File: src/rtl/oled_pkg.sv
// Shared OLED definitions: panel geometry, RGB565 palette used by the screen
// renderers, and the frame streamer state encoding.
package oled_pkg;

  localparam int unsigned OLED_WIDTH  = 96;
  localparam int unsigned OLED_HEIGHT = 64;
  localparam int unsigned PIX_W       = 16;

  localparam logic [PIX_W-1:0] WHITE      = 16'hFFFF;
  localparam logic [PIX_W-1:0] BLACK      = 16'h0000;
  localparam logic [PIX_W-1:0] RED        = 16'hF800;
  localparam logic [PIX_W-1:0] GREEN      = 16'h07E0;
  localparam logic [PIX_W-1:0] BLUE       = 16'h001F;
  localparam logic [PIX_W-1:0] LIGHTGREEN = 16'h87F0;
  localparam logic [PIX_W-1:0] DARKGREEN  = 16'h03E0;
  localparam logic [PIX_W-1:0] YELLOW     = 16'hFFE0;
  localparam logic [PIX_W-1:0] CYAN       = 16'h07FF;
  localparam logic [PIX_W-1:0] MAGENTA    = 16'hF81F;

  typedef enum logic [2:0] {IDLE, SETUP, LOAD, SHIFT, HOLD} state_t;

endpackage

File: src/rtl/oled_spi_shifter.sv
// MSB-first SPI mode-3 word serialiser: each bit is CLK_DIV cycles of sclk low
// followed by CLK_DIV cycles of sclk high; done flags the final high cycle.
module oled_spi_shifter
  import oled_pkg::*;
#(
  parameter int unsigned CLK_DIV = 2
) (
  input  logic             clk,
  input  logic             rst_n,
  input  logic             load,
  input  logic [PIX_W-1:0] word,
  output logic             sclk,
  output logic             mosi,
  output logic             done
);

  localparam int unsigned DW = (CLK_DIV > 1) ? $clog2(CLK_DIV) : 1;
  localparam logic [DW-1:0] DIV_LAST = DW'(CLK_DIV - 1);

  logic             active_q;
  logic             high_q;
  logic [DW-1:0]    div_q;
  logic [3:0]       bit_q;
  logic [PIX_W-1:0] shreg_q;

  assign done = active_q && high_q && (bit_q == 4'd0) && (div_q == DIV_LAST);

  always_ff @(posedge clk or negedge rst_n) begin
    if (!rst_n) begin
      active_q <= 1'b0;
      high_q   <= 1'b0;
      div_q    <= '0;
      bit_q    <= '0;
      shreg_q  <= '0;
      sclk     <= 1'b1;
      mosi     <= 1'b0;
    end else if (load) begin
      // first bit's low phase starts on the capture edge itself
      active_q <= 1'b1;
      high_q   <= 1'b0;
      div_q    <= '0;
      bit_q    <= 4'd15;
      shreg_q  <= word;
      sclk     <= 1'b0;
      mosi     <= word[PIX_W-1];
    end else if (active_q) begin
      if (div_q == DIV_LAST) begin
        div_q <= '0;
        if (!high_q) begin
          high_q <= 1'b1;
          sclk   <= 1'b1;
        end else if (bit_q == 4'd0) begin
          active_q <= 1'b0;
        end else begin
          bit_q   <= bit_q - 4'd1;
          shreg_q <= shreg_q << 1;
          mosi    <= shreg_q[PIX_W-2];
          high_q  <= 1'b0;
          sclk    <= 1'b0;
        end
      end else begin
        div_q <= div_q + 1'b1;
      end
    end
  end

endmodule

File: src/rtl/oled_frame_streamer.sv
// Raster scanner for the 96x64 OLED: walks (x, y), captures the renderer's
// RGB565 pixel and streams one full frame over SPI per frame_req.
module oled_frame_streamer
  import oled_pkg::*;
#(
  parameter int unsigned WIDTH   = OLED_WIDTH,
  parameter int unsigned HEIGHT  = OLED_HEIGHT,
  parameter int unsigned CLK_DIV = 2
) (
  input  logic             clk,
  input  logic             rst_n,
  input  logic             frame_req,
  output logic [6:0]       x,
  output logic [5:0]       y,
  input  logic [PIX_W-1:0] oled_data,
  output logic             busy,
  output logic             frame_done,
  output logic             spi_cs_n,
  output logic             spi_sclk,
  output logic             spi_mosi,
  output logic             spi_dc
);

  localparam int unsigned XW = (WIDTH > 1)   ? $clog2(WIDTH)   : 1;
  localparam int unsigned YW = (HEIGHT > 1)  ? $clog2(HEIGHT)  : 1;
  localparam int unsigned DW = (CLK_DIV > 1) ? $clog2(CLK_DIV) : 1;
  localparam logic [XW-1:0] X_LAST   = XW'(WIDTH - 1);
  localparam logic [YW-1:0] Y_LAST   = YW'(HEIGHT - 1);
  localparam logic [DW-1:0] CNT_LAST = DW'(CLK_DIV - 1);

  state_t        state_q, state_d;
  logic [DW-1:0] cnt_q, cnt_d;
  logic [XW-1:0] x_q, x_d;
  logic [YW-1:0] y_q, y_d;
  logic          busy_d, done_d, cs_n_d, dc_d;
  logic          load, shift_done;

  oled_spi_shifter #(.CLK_DIV(CLK_DIV)) u_shifter (
    .clk   (clk),
    .rst_n (rst_n),
    .load  (load),
    .word  (oled_data),
    .sclk  (spi_sclk),
    .mosi  (spi_mosi),
    .done  (shift_done)
  );

  assign x = 7'(x_q);
  assign y = 6'(y_q);

  always_ff @(posedge clk or negedge rst_n) begin
    if (!rst_n) begin
      state_q    <= IDLE;
      cnt_q      <= '0;
      x_q        <= '0;
      y_q        <= '0;
      busy       <= 1'b0;
      frame_done <= 1'b0;
      spi_cs_n   <= 1'b1;
      spi_dc     <= 1'b0;
    end else begin
      state_q    <= state_d;
      cnt_q      <= cnt_d;
      x_q        <= x_d;
      y_q        <= y_d;
      busy       <= busy_d;
      frame_done <= done_d;
      spi_cs_n   <= cs_n_d;
      spi_dc     <= dc_d;
    end
  end

  always_comb begin
    state_d = state_q;
    cnt_d   = cnt_q;
    x_d     = x_q;
    y_d     = y_q;
    busy_d  = busy;
    done_d  = 1'b0;
    cs_n_d  = spi_cs_n;
    dc_d    = spi_dc;
    load    = 1'b0;
    unique case (state_q)
      IDLE: begin
        if (frame_req) begin
          state_d = SETUP;
          busy_d  = 1'b1;
          cs_n_d  = 1'b0;
          dc_d    = 1'b1;
          x_d     = '0;
          y_d     = '0;
          cnt_d   = '0;
        end
      end
      SETUP: begin
        if (cnt_q == CNT_LAST) begin
          cnt_d   = '0;
          state_d = LOAD;
        end else begin
          cnt_d = cnt_q + 1'b1;
        end
      end
      LOAD: begin
        load    = 1'b1;
        state_d = SHIFT;
      end
      SHIFT: begin
        // coordinates advance together with the LOAD entry so the renderer
        // sees the new (x, y) for the whole LOAD cycle
        if (shift_done) begin
          if (x_q == X_LAST && y_q == Y_LAST) begin
            state_d = HOLD;
            cs_n_d  = 1'b1;
            dc_d    = 1'b0;
          end else begin
            state_d = LOAD;
            if (x_q == X_LAST) begin
              x_d = '0;
              y_d = y_q + 1'b1;
            end else begin
              x_d = x_q + 1'b1;
            end
          end
        end
      end
      HOLD: begin
        if (cnt_q == CNT_LAST) begin
          cnt_d   = '0;
          state_d = IDLE;
          done_d  = 1'b1;
          busy_d  = 1'b0;
          x_d     = '0;
          y_d     = '0;
        end else begin
          cnt_d = cnt_q + 1'b1;
        end
      end
      default: state_d = IDLE;
    endcase
  end

endmodule

File: config.mk
export PLATFORM = sky130hd
export DESIGN_NAME = oled_frame_streamer
export DESIGN_NICKNAME = d
export VERILOG_FILES = /design/src/rtl/oled_pkg.sv /design/src/rtl/oled_spi_shifter.sv /design/src/rtl/oled_frame_streamer.sv
export SDC_FILE = /design/constraint.sdc
export NUM_CORES = 1
export LEC_CHECK = 0
export CAP_MARGIN = 20
export CORE_AREA = 2 2 72 74
export CTS_BUF_LIST = sky130_fd_sc_hd__clkbuf_4
export CTS_CLUSTER_DIAMETER = 80
export CTS_CLUSTER_SIZE = 28
export DETAILED_ROUTE_END_ITERATION = 12
export DIE_AREA = 0 0 74 76
export PLACE_DENSITY = 0.77
export SYNTH_ARGS = -nofsm -noshare
export SYNTH_HDL_FRONTEND = slang
export SYNTH_HIERARCHICAL = 1
export SYNTH_SLANG_ARGS = --single-unit
File: constraint.sdc
create_clock -name clk -period 2.6 [get_ports clk]
set_input_delay 0.65 -clock clk [delete_from_list [all_inputs] [get_ports clk]]
set_output_delay 0.65 -clock clk [all_outputs]
set_load 0.01 [all_outputs]
==> reports/qor.yml, run 1 <==
overflow: 0
dieHeight_um: 76
async_reset_ff_share_pct: 100
netlist_instances: 245
area_growth_pct: 20.0
fillers: 435
rsz0062_at_grt: "false"
portBuffers: 37
synth_flop_cell: "dfrtp_1"
endpoint_kind: "register"
placementRows: 26
drive_gt1_share_pct: 8.99
finalMaxSlewViolations: 0
dp_hpwl_um: 3330
synth.top_cell.area_share_pct: 45.4
worst_r2r_endpoint: "y[3]"
ys_ff_latch: 45
relSlewSlack_pct: 61.2
die_w_um: 74
drc_errors: 0
post-cts-setup-buffer-count: 0
dieArea_sq_um: 5620
synth_common_cells: "dfrtp_1, o21ai_0, a31oi_1"
use_met2_pct: 31.0
max_freq_mhz: 427
clockBufferDepth: 2
ys_types: 55
cts_tree: "done"
vias: 2058
fin_skew_ns: 0.0126
hp-class: "input pin to asynchronous set/reset pin"
grt.total_usage_pct: 19.8
final_cell_area_sq_um: 2840
leakagePower_nw: 1.21
totalWireLength_um: 5020
vdd_drop_max_mv: 0.452
clkLatencyLatePin_ns: 0.36
use_met3_pct: 3.44
cp_max_fo: 6
reg2reg_depth: 8
yosysSeqAreaShare_pct: 47.6
syn_avg_cell_area_sq_um: 9.67
worst_pin_slew_ns: 0.579
setup.worst_path.start_class: "register"
fin_nets: 300
yosysWarnings: 6
netlist_area_sq_um: 2370
cts.sinks: 45
pin_count: 38
synth_area_leaders: "dfrtp_1, a2bb2oi_1, a31oi_1"
grt.busiest_layer: "met2"
htreeDepth: 2
grt_pass1_vias: 2014
syn-num-nets: 267
grt_pass1_wl_um: 8970
worstPathArrival_ns: 2.61
fin_setup_tns_ns: 0
timing.rr.start: "u_shifter/bit_q[0]"
start_util_pct: 48.2
cts_made_buffers: 5
netlist.top_cell.by_area: "dfrtp_1"
setup_viol: 0
synth_most_common_cell: "dfrtp_1"
crit_start: "u_shifter/bit_q[0]"
grt_max_degree: 46
met1_usage_pct: 26.3
cts_root_buf: "clkbuf_4"
core_area_sq_um: 4910
crit_end: "y[3]"
reg2reg_slack_ns: 0.26
post-route-period-util_pct: 90.0
drt_pass1_iterations: 4
vias_per_cell: 5.91
placed_area_sq_um: 2790
drt_iter0_drc: 147
fin_util_pct: 57.9
maxCapViolations: 0
insertedDiodeCount: 0
setup.worst_path.class: "register to register"
synth-edff-count: 0
place.gp.congestion: 0.908
postRouteAntennaNets: 0
status: "finished, final reports clean"
antenna_found_initial: 0
hold_violations: 0
avgRoutedWirePerCell_um: 14.4
power_density_nw_per_um2: 828
clk_pin_slew_ns: 0.13
required_ns: 2.87
layout_min_cycle_time_ns: 2.34
[how the worst min path moves through the flow]
stage | start | end | slack [ns]
final | rst_n | y[5] | 0.35
after global routing | rst_n | y[5] | 0.39
after CTS | rst_n | y[5] | 0.36
after detailed placement | spi_cs_n | spi_cs_n | 0.46
after global placement | spi_cs_n | spi_cs_n | 0.45
after floorplan | rst_n | busy | 0.35
[cells in the final DEF, fill, tap and decap left out, types with 3 or more instances in the layout]
| cell type | instances |
|---|---|
| clkdlybuf4s50_1 | 36 |
| nor3_1 | 3 |
| ha_1 | 3 |
| or3_1 | 3 |
| nand2_1 | 17 |
| nand4_1 | 3 |
| a21o_1 | 3 |
| nand3_1 | 16 |
| a21oi_1 | 8 |
| buf_4 | 5 |
| and2_1 | 3 |
| a2bb2oi_1 | 15 |
| inv_1 | 8 |
| dfrtp_1 | 43 |
| a31oi_1 | 20 |
| nor2_1 | 6 |
| o21ai_0 | 23 |
| o21ai_1 | 6 |
| clkbuf_4 | 6 |
[metal layers]
metal	routed length, um	share of wire (%)
met1	2270	45
met2	2470	49
met3	226	4.5
met4	57	1.1
met5	0	0
[kinds of logic after synthesis]
logic type               after synthesis  synth area share [%]
AO/OA/AOI/OAI                         89                  24.7
multiplexers                           2                 0.898
adder cells (fa/ha/maj)                3                  1.58
buffers and inverters                 25                  4.49
XOR/XNOR                               2                 0.740
AND/OR/NAND/NOR                       79                  20.0
flip-flops                            45                  47.6
[sequential cells by signal (all words and copies together) (netlist names)]
register	flops
u_shifter/shreg_q	15
spi_dc	1
x	7
busy	1
y	6
u_shifter/sclk	1
cnt_q	1
u_shifter/high_q	1
u_shifter/mosi	1
spi_cs_n	1
frame_done	1
state_q	3
u_shifter/div_q	1
u_shifter/active_q	1
u_shifter/bit_q	4
[through the flow]
step | hold slack, ns | power [mW] | setup slack [ns] | std cells
after CTS | 0.362 | 2.37 | 0.151 | 348
after floorplan | 0.354 | 1.73 | 0.0923 | 245
after detailed placement | 0.460 | 2.04 | 0.168 | 341
after global placement | 0.454 | 2.01 | 0.257 | 341
after global routing | 0.389 | 2.55 | 0.110 | 348
final | 0.351 | 2.35 | 0.259 | 348
[report_power, final]
group	switching (mW)	total, mW	internal (mW)
registers	0.174	1.09	0.917
clock network	0.216	0.325	0.109
logic	0.497	0.938	0.442
[critical path, stage by stage, from the launching register on]
cell and delay, ns:
dfrtp_1 0.41, inv_1 0.08, ha_1 0.22, or3b_1 0.39
nor2_2 0.27, and4b_1 0.29, o21ai_1 0.18, a22o_1 0.25
a21o_1 0.17
[area by class of cell]
| type | instances | area, sq um | share of cell area (%) |
|---|---|---|---|
| clock inverter | 1 | 3.75 | 0.132 |
| multi-input combinational | 175 | 1140 | 40.1 |
| timing repair buffer | 42 | 403 | 14.2 |
| sequential | 45 | 1130 | 39.7 |
| tap | 70 | 87.6 | 3.08 |
| clock buffer | 6 | 45.0 | 1.58 |
| inverter | 9 | 33.8 | 1.19 |
[what timing repair did]
| item | 4_1_cts | 5_1_grt |
|---|---|---|
| hold buffers | 0 | 0 |
| setup endpoints to repair | 0 | 1 |
| resized for setup | 0 | 1 |
(Power assumes the default switching activity.)
==> run 2, diff against run 1 <==
Settings changed: SLEW_MARGIN set to 20.
==> results of run 2 <==
Final layout, timing and power as in run 1 (identical DEF).
